==> src/rtl/btn_pkg.sv <==
// Shared constants and types for the ALU-board button front-end.
package btn_pkg;

  localparam int unsigned NUM_BTN = 5;
  localparam int unsigned INSTR_W = 3;

  localparam int unsigned BTN_C = 0;
  localparam int unsigned BTN_U = 1;
  localparam int unsigned BTN_D = 2;
  localparam int unsigned BTN_L = 3;
  localparam int unsigned BTN_R = 4;

  typedef logic [INSTR_W-1:0] instr_t;
  typedef logic [NUM_BTN-1:0] btn_vec_t;

  // Buttons whose presses drive opcode/enable events; R is level-only.
  localparam btn_vec_t EVENT_MASK = btn_vec_t'((1 << BTN_C) | (1 << BTN_U) |
                                               (1 << BTN_D) | (1 << BTN_L));

endpackage

==> src/rtl/btn_debounce.sv <==
// One button: two-flop synchroniser, stability counter, debounced level and press pulse.
module btn_debounce #(
  parameter int unsigned DB_CYCLES = 1000
) (
  input  logic clk,
  input  logic rst_n,
  input  logic raw,
  output logic db,
  output logic press
);

  localparam int unsigned CNT_W = $clog2(DB_CYCLES) + 1;
  localparam logic [CNT_W-1:0] CNT_MAX = CNT_W'(DB_CYCLES - 1);

  logic             s1;
  logic             s2;
  logic [CNT_W-1:0] cnt;
  logic [CNT_W-1:0] cnt_nxt;
  logic             db_nxt;
  logic             press_nxt;

  // State registers
  always_ff @(posedge clk or negedge rst_n) begin
    if (!rst_n) begin
      s1    <= 1'b0;
      s2    <= 1'b0;
      cnt   <= '0;
      db    <= 1'b0;
      press <= 1'b0;
    end else begin
      s1    <= raw;
      s2    <= s1;
      cnt   <= cnt_nxt;
      db    <= db_nxt;
      press <= press_nxt;
    end
  end

  // Any disagreement shorter than DB_CYCLES samples is discarded
  always_comb begin
    cnt_nxt   = cnt;
    db_nxt    = db;
    press_nxt = 1'b0;
    if (s2 == db) begin
      cnt_nxt = '0;
    end else if (cnt == CNT_MAX) begin
      db_nxt    = s2;
      cnt_nxt   = '0;
      press_nxt = s2;
    end else begin
      cnt_nxt = cnt + CNT_W'(1);
    end
  end

endmodule

==> src/rtl/btn_opsel.sv <==
// Button front-end: debounces five buttons and turns clean presses into a
// registered ALU opcode, enable flag and opcode-change pulse.
module btn_opsel
  import btn_pkg::*;
#(
  parameter int unsigned DB_CYCLES = 1000
) (
  input  logic               clk,
  input  logic               rst_n,
  input  logic [NUM_BTN-1:0] button,
  output logic [INSTR_W-1:0] instr,
  output logic               en,
  output logic               instr_chg,
  output logic [NUM_BTN-1:0] btn_db
);

  btn_vec_t db;
  btn_vec_t press;
  btn_vec_t ev;
  instr_t   instr_nxt;
  logic     en_nxt;
  logic     chg_nxt;

  for (genvar i = 0; i < NUM_BTN; i++) begin : g_btn
    btn_debounce #(
      .DB_CYCLES (DB_CYCLES)
    ) u_db (
      .clk   (clk),
      .rst_n (rst_n),
      .raw   (button[i]),
      .db    (db[i]),
      .press (press[i])
    );
  end

  assign btn_db = db;
  assign ev     = press & EVENT_MASK;

  // Opcode priority: L clears, U+D cancel, then U/D step with wrap
  always_comb begin
    instr_nxt = instr;
    en_nxt    = en;
    if (ev[BTN_L]) begin
      instr_nxt = '0;
    end else if (ev[BTN_U] && ev[BTN_D]) begin
      instr_nxt = instr;
    end else if (ev[BTN_U]) begin
      instr_nxt = instr + INSTR_W'(1);
    end else if (ev[BTN_D]) begin
      instr_nxt = instr - INSTR_W'(1);
    end
    if (ev[BTN_C]) begin
      en_nxt = ~en;
    end
    chg_nxt = (instr_nxt != instr);
  end

  always_ff @(posedge clk or negedge rst_n) begin
    if (!rst_n) begin
      instr     <= '0;
      en        <= 1'b0;
      instr_chg <= 1'b0;
    end else begin
      instr     <= instr_nxt;
      en        <= en_nxt;
      instr_chg <= chg_nxt;
    end
  end

endmodule

==> config.mk <==
export PLATFORM = sky130hd
export DESIGN_NAME = btn_opsel
export DESIGN_NICKNAME = d
export VERILOG_FILES = /design/src/rtl/btn_pkg.sv /design/src/rtl/btn_debounce.sv /design/src/rtl/btn_opsel.sv
export SDC_FILE = /design/constraint.sdc
export NUM_CORES = 1
export LEC_CHECK = 0
export ABC_CLOCK_PERIOD_IN_PS = 3200
export BUFFER_PORTS_ARGS = -buffer_cell sky130_fd_sc_hd__buf_2
export CAP_MARGIN = 20
export CORE_UTILIZATION = 60
export CTS_BUF_LIST = sky130_fd_sc_hd__clkbuf_4
export CTS_CLUSTER_SIZE = 28
export DETAILED_ROUTE_END_ITERATION = 8
export PLACE_DENSITY = 0.78
export SLEW_MARGIN = 10
export SYNTH_ARGS = -nofsm -noshare
export SYNTH_HDL_FRONTEND = slang
export SYNTH_SLANG_ARGS = --single-unit
==> constraint.sdc <==
create_clock -name clk -period 3.2 [get_ports clk]
set_input_delay 0.48 -clock clk [delete_from_list [all_inputs] [get_ports clk]]
set_output_delay 0.48 -clock clk [all_outputs]
set_load 0.01 [all_outputs]
# After elaboration in Yosys (flattened, before gate mapping)
# Index checks and enable logic that the tools add are counted.
# word_totals
register_bits,79
input_bits,7
output_inout_bits,10
wordCells,79
# classes
n_addsub,7
n_eq_ne,11
n_mux,22
n_bitwise,6
reduce_logical,6
# ops
op,n
11-bit two-way mux,10
11-bit by 1-bit adder with 11-bit output (second input constant),5
11-bit by 10-bit equality test with 1-bit output (second input constant),5
3-bit two-way mux,4
2-bit AND reduction,5
1-bit two-way mux,8
1-bit inverter,6
1-bit equality test,5
3-bit by 1-bit adder with 3-bit output (second input constant),1
3-bit != test,1
3-bit by 1-bit subtractor with 3-bit output (second input constant),1
1-bit logical AND,1

# Depth between registers and ports, before layout
# depth
depth_word,6
depth_mapped,6
ltp_nobuf,5

# By module
# Synthesis repeated with hierarchy kept, for this count alone.
# hier_totals
cells_unflattened,342
hier_area_um2,3676.0
# by_module_without_submodules
module,n_inst,cells_each,area_per_inst_um2,seq_area_each_um2
btn_debounce,5,63,679.4,375.4
btn_opsel,1,27,279.0,125.1

# Least setup slack after synthesis
# Ideal clock, no wire load.
# synth_path
kind,reg2reg
start,register g_btn[4].u_db.cnt[0]
end,register g_btn[4].u_db.db
setup_time_ns,0.125
t_arrival_ns,1.520
required_time_ns,3.075
path_slack_ns,1.555
path_stages_with_launch,5
n_path_buf,0
period_less_slack_ns,1.645
path_cell_list,dfrtp_1 > ha_1 > nand2_1 > or4_4 > mux2_4
# synth_via
elab_chain_len,2
# synth_lines
element,line_no,text
"start, declared",btn_debounce.sv:17,logic [CNT_W-1:0] cnt;
"start signal, assigned",btn_debounce.sv:33,cnt <= cnt_nxt;
11-bit by 10-bit equality test with 1-bit output,btn_debounce.sv:46,end else if (cnt == CNT_MAX) begin
2-bit AND reduction (no line),-,
"end signal, assigned",btn_debounce.sv:34,db <= db_nxt;
"end, declared",btn_debounce.sv:8,"output logic db,"
# No other way between the ends.
# A chain may end at the register's enable or synchronous reset.

# Worst setup path in the final report
# Ends and elaborated chain as after synthesis.

==> impl_metrics.json <==
{
  "antenna_found_initial": 0,
  "power.density_mw_per_mm2": 410,
  "max-vdd-ir-drop_v": 0.000291,
  "period_needed_ps": 1760,
  "cts-root-buf": "clkbuf_4",
  "seqPwrFrac_pct": 66.8,
  "io_pins": 17,
  "clk_latency_ps": 410,
  "syn_area_mm2": 0.00359,
  "period_share_pct": 55.1,
  "syn_inst": 336,
  "combPwrFrac_pct": 4.3,
  "crit_fanout": 5,
  "critPathSlowestCell": "or4_4",
  "whs_endpoint": "g_btn[3].u_db.s1$_DFF_PN0_",
  "ys_seq_elements": 79,
  "p_sw_share_pct": 23.4,
  "hpwl_mm": 4.05,
  "yosysUniqueCellTypes": 43,
  "hold_class": "in2reg",
  "synth-edff-count": 0,
  "yosysMostFrequentCell": "dfrtp_1",
  "leakage_nw": 1.72,
  "critPathRequiredTime_ps": 3500,
  "via_count": 2390,
  "vias_per_cell": 5.57,
  "die_area_mm2": 0.00630,
  "cts_buffers": 9,
  "yosys_warnings": 0,
  "cts_tree": "built",
  "setup_viol": 0,
  "path_delay_family": "simple AND/OR/NAND/NOR gates",
  "yosys-top-cells-count": "79 x dfrtp_1, 62 x nor2_1, 24 x nand3_1, 24 x xor2_1, 23 x xnor2_1",
  "crit_type": "reg2reg",
  "htreeDepth": 3,
  "ys_seq_area_share_pct": 55.0,
  "syn_nets": 350,
  "cp.buffers_inverters": 0,
  "rows": 27,
  "rr_worst_depth": 4,
  "drtAntennaViolNets": 0,
  "cts-resized-gates": 0,
  "fin_tns_setup_ps": 0,
  "postCtsHoldBufs": 0,
  "drtIter0Drc": 139,
  "gp_congestion": 0.834,
  "fmax_mhz": 567,
  "ff2ff_setup_slack_ps": 1440,
  "grt_max_degree": 80,
  "cpPeakStageDelay_ps": 560,
  "clkPwrFrac_pct": 28.9,
  "fp.dieH_um": 79.4,
  "drt_wl_total_mm": 5.67,
  "clkSlewWorstSetupHoldPaths_ps": 120,
  "relSlewSlack_pct": 37.5,
  "worst_setup_path_end_kind": "flop",
  "maxCapViolations": 0,
  "switching_power_uw": 365,
  "post-cts-setup-buffers": 0,
  "grt_pass1_vias": 2304,
  "arrival_ps": 2060,
  "track_usage_pct": 21.1,
  "power_mw": 1.56,
  "drc": 0,
  "n_antenna_cell": 0,
  "synth_top_area_share_pct": 55.0,
  "synth_top_area_cell": "dfrtp_1",
  "tightest_slew_ps": 937,
  "die_w_um": 79.4,
  "cts_sinks": 79,
  "skew_ps": 13.4,
  "final-hold-violation-count": 0,
  "area_delta_synth_final_pct": 5.64,
  "drive_above_1_share_pct": 11.5,
  "design.core.area_mm2": 0.00564,
  "wl_per_cell_um": 13.2,
  "internal_power_mw": 1.19,
  "firstDrtPassIters": 4,
  "holdPathStages": 1,
  "fin_nets": 369,
  "grt_overflow": 0,
  "clk_path_buf_depth": 2,
  "rsz0062_at_grt": "false",
  "regToRegStartpoint": "g_btn[4].u_db.cnt[0]$_DFF_PN0_",
  "yosys_most_used_dff": "dfrtp_1",
  "worstHoldStart": "button[3]",
  "avgSynthCellArea_um2": 10.7,
  "r2r_end": "g_btn[4].u_db.db$_DFFE_PN0P_",
  "outcome": "finished clean",
  "synthArstFlopShare_pct": 100,
  "port_buffers": 16,
  "start_kind": "flop",
  "path_cells": "ha_1 -> nand2_1 -> or4_4 -> mux2_4",
  "grt_pass1_wl_mm": 10.0,
  "report.final.slew_viol_count": 0,
  "synth.area.top_cells": "dfrtp_1 55%, nor2_1 6.5%, xor2_1 5.8%, xnor2_1 5.6%, nand3_1 3.3%",
  "initial_core_util_pct": 63.7
}
[layout make-up]
| class | instances | area [um^2] |
|---|---|---|
| flip-flops and latches | 79 | 1980 |
| fillers | 417 | 1840 |
| multi-input cells | 237 | 1510 |
| well taps | 72 | 90.1 |
| repair buffers | 16 | 82.6 |
| clock buffers | 10 | 75.1 |
| inverters | 12 | 45.0 |
| clock inverters | 3 | 13.8 |
[logic make-up (layout without fill, tap and decap cells)]
| family | count (synthesis) | after routing | synth area share (%) |
|---|---|---|---|
| AND/OR/NAND/NOR | 148 | 148 | 20.2 |
| flip-flops | 79 | 79 | 55.0 |
| adder cells (fa/ha/maj) | 7 | 7 | 2.44 |
| AO/OA/AOI/OAI | 30 | 30 | 6.40 |
| multiplexers | 5 | 5 | 1.67 |
| buffers and inverters | 20 | 41 | 2.89 |
| XOR/XNOR | 47 | 47 | 11.5 |
[layout by cell type, fill, tap and decap left out, types with 2 or more instances in the layout]
| master | count |
|---|---|
| and3_1 | 4 |
| or3_1 | 3 |
| nand2_1 | 15 |
| a21oi_1 | 5 |
| a31oi_1 | 6 |
| and4_1 | 4 |
| xor2_1 | 24 |
| o221a_2 | 4 |
| nor3_1 | 11 |
| mux2_2 | 4 |
| buf_2 | 15 |
| nand3_1 | 24 |
| nand4_1 | 8 |
| o22a_1 | 2 |
| ha_1 | 7 |
| inv_1 | 12 |
| dfrtp_1 | 79 |
| clkinv_2 | 2 |
| o21ai_1 | 2 |
| and3b_1 | 3 |
| a2111oi_0 | 3 |
| nand2b_1 | 2 |
| clkbuf_4 | 10 |
| nor4b_1 | 3 |
| xnor2_1 | 23 |
| o211a_1 | 2 |
| nor2_1 | 62 |
[sequential cells by signal, summed over array words and instances, names as in the netlist]
name              cells
instr                 3
g_btn.u_db.db         5
instr_chg             1
g_btn.u_db.cnt       55
en                    1
g_btn.u_db.press      4
g_btn.u_db.s1         5
g_btn.u_db.s2         5
[metrics by stage]
step	setup WS (ps)	area, um^2	utilization (%)	hold WS, ps	std cells
floorplan	1550	3590	-	184	336
global placement	1510	3710	65.7	333	416
detailed placement	1450	3710	65.7	337	416
CTS	1440	3800	67.3	138	429
global route	1330	3800	67.3	132	429
finish	1440	3800	67.3	159	429
[power groups by stage]
stage / Sequential [mW] / Combinational (mW) / Clock (mW)
4_1_cts: 1.04 / 0.0694 / 0.472
3_5_place_dp: 1.06 / 0.0690 / 0
2_1_floorplan: 1.06 / 0.0381 / 0
3_3_place_gp: 1.06 / 0.0673 / 0
5_1_grt: 1.05 / 0.0805 / 0.511
6_report: 1.04 / 0.0671 / 0.450
[per-layer routing]
layer	GRT usage (%)	up-vias	wire (um)
met5	0	-	0
met4	11.8	0	144
met3	4.46	10	159
met2	32.8	34	2660
met1	27.5	1153	2710
li1	-	1193	-
[worst max path at each step]
| stage | start | endpoint | slack, ps | cells after the start |
|---|---|---|---|---|
| floorplan | g_btn[4].u_db.cnt[0]$_DFF_PN0_ | g_btn[4].u_db.db$_DFFE_PN0P_ | 1550 | 4 |
| global placement | g_btn[4].u_db.cnt[0]$_DFF_PN0_ | g_btn[4].u_db.db$_DFFE_PN0P_ | 1510 | 4 |
| detailed placement | g_btn[4].u_db.cnt[0]$_DFF_PN0_ | g_btn[4].u_db.db$_DFFE_PN0P_ | 1450 | 4 |
| CTS | g_btn[4].u_db.cnt[0]$_DFF_PN0_ | g_btn[4].u_db.db$_DFFE_PN0P_ | 1440 | 4 |
| global route | g_btn[4].u_db.cnt[0]$_DFF_PN0_ | g_btn[4].u_db.db$_DFFE_PN0P_ | 1330 | 4 |
| finish | g_btn[4].u_db.cnt[0]$_DFF_PN0_ | g_btn[4].u_db.db$_DFFE_PN0P_ | 1440 | 4 |
[worst reg2reg max path: stages, from the launching register on]
cell and delay [ps]:
dfrtp_1 430, ha_1 230, nand2_1 140, or4_4 560, mux2_4 310
No activity file was read; power rests on OpenSTA's default activity.
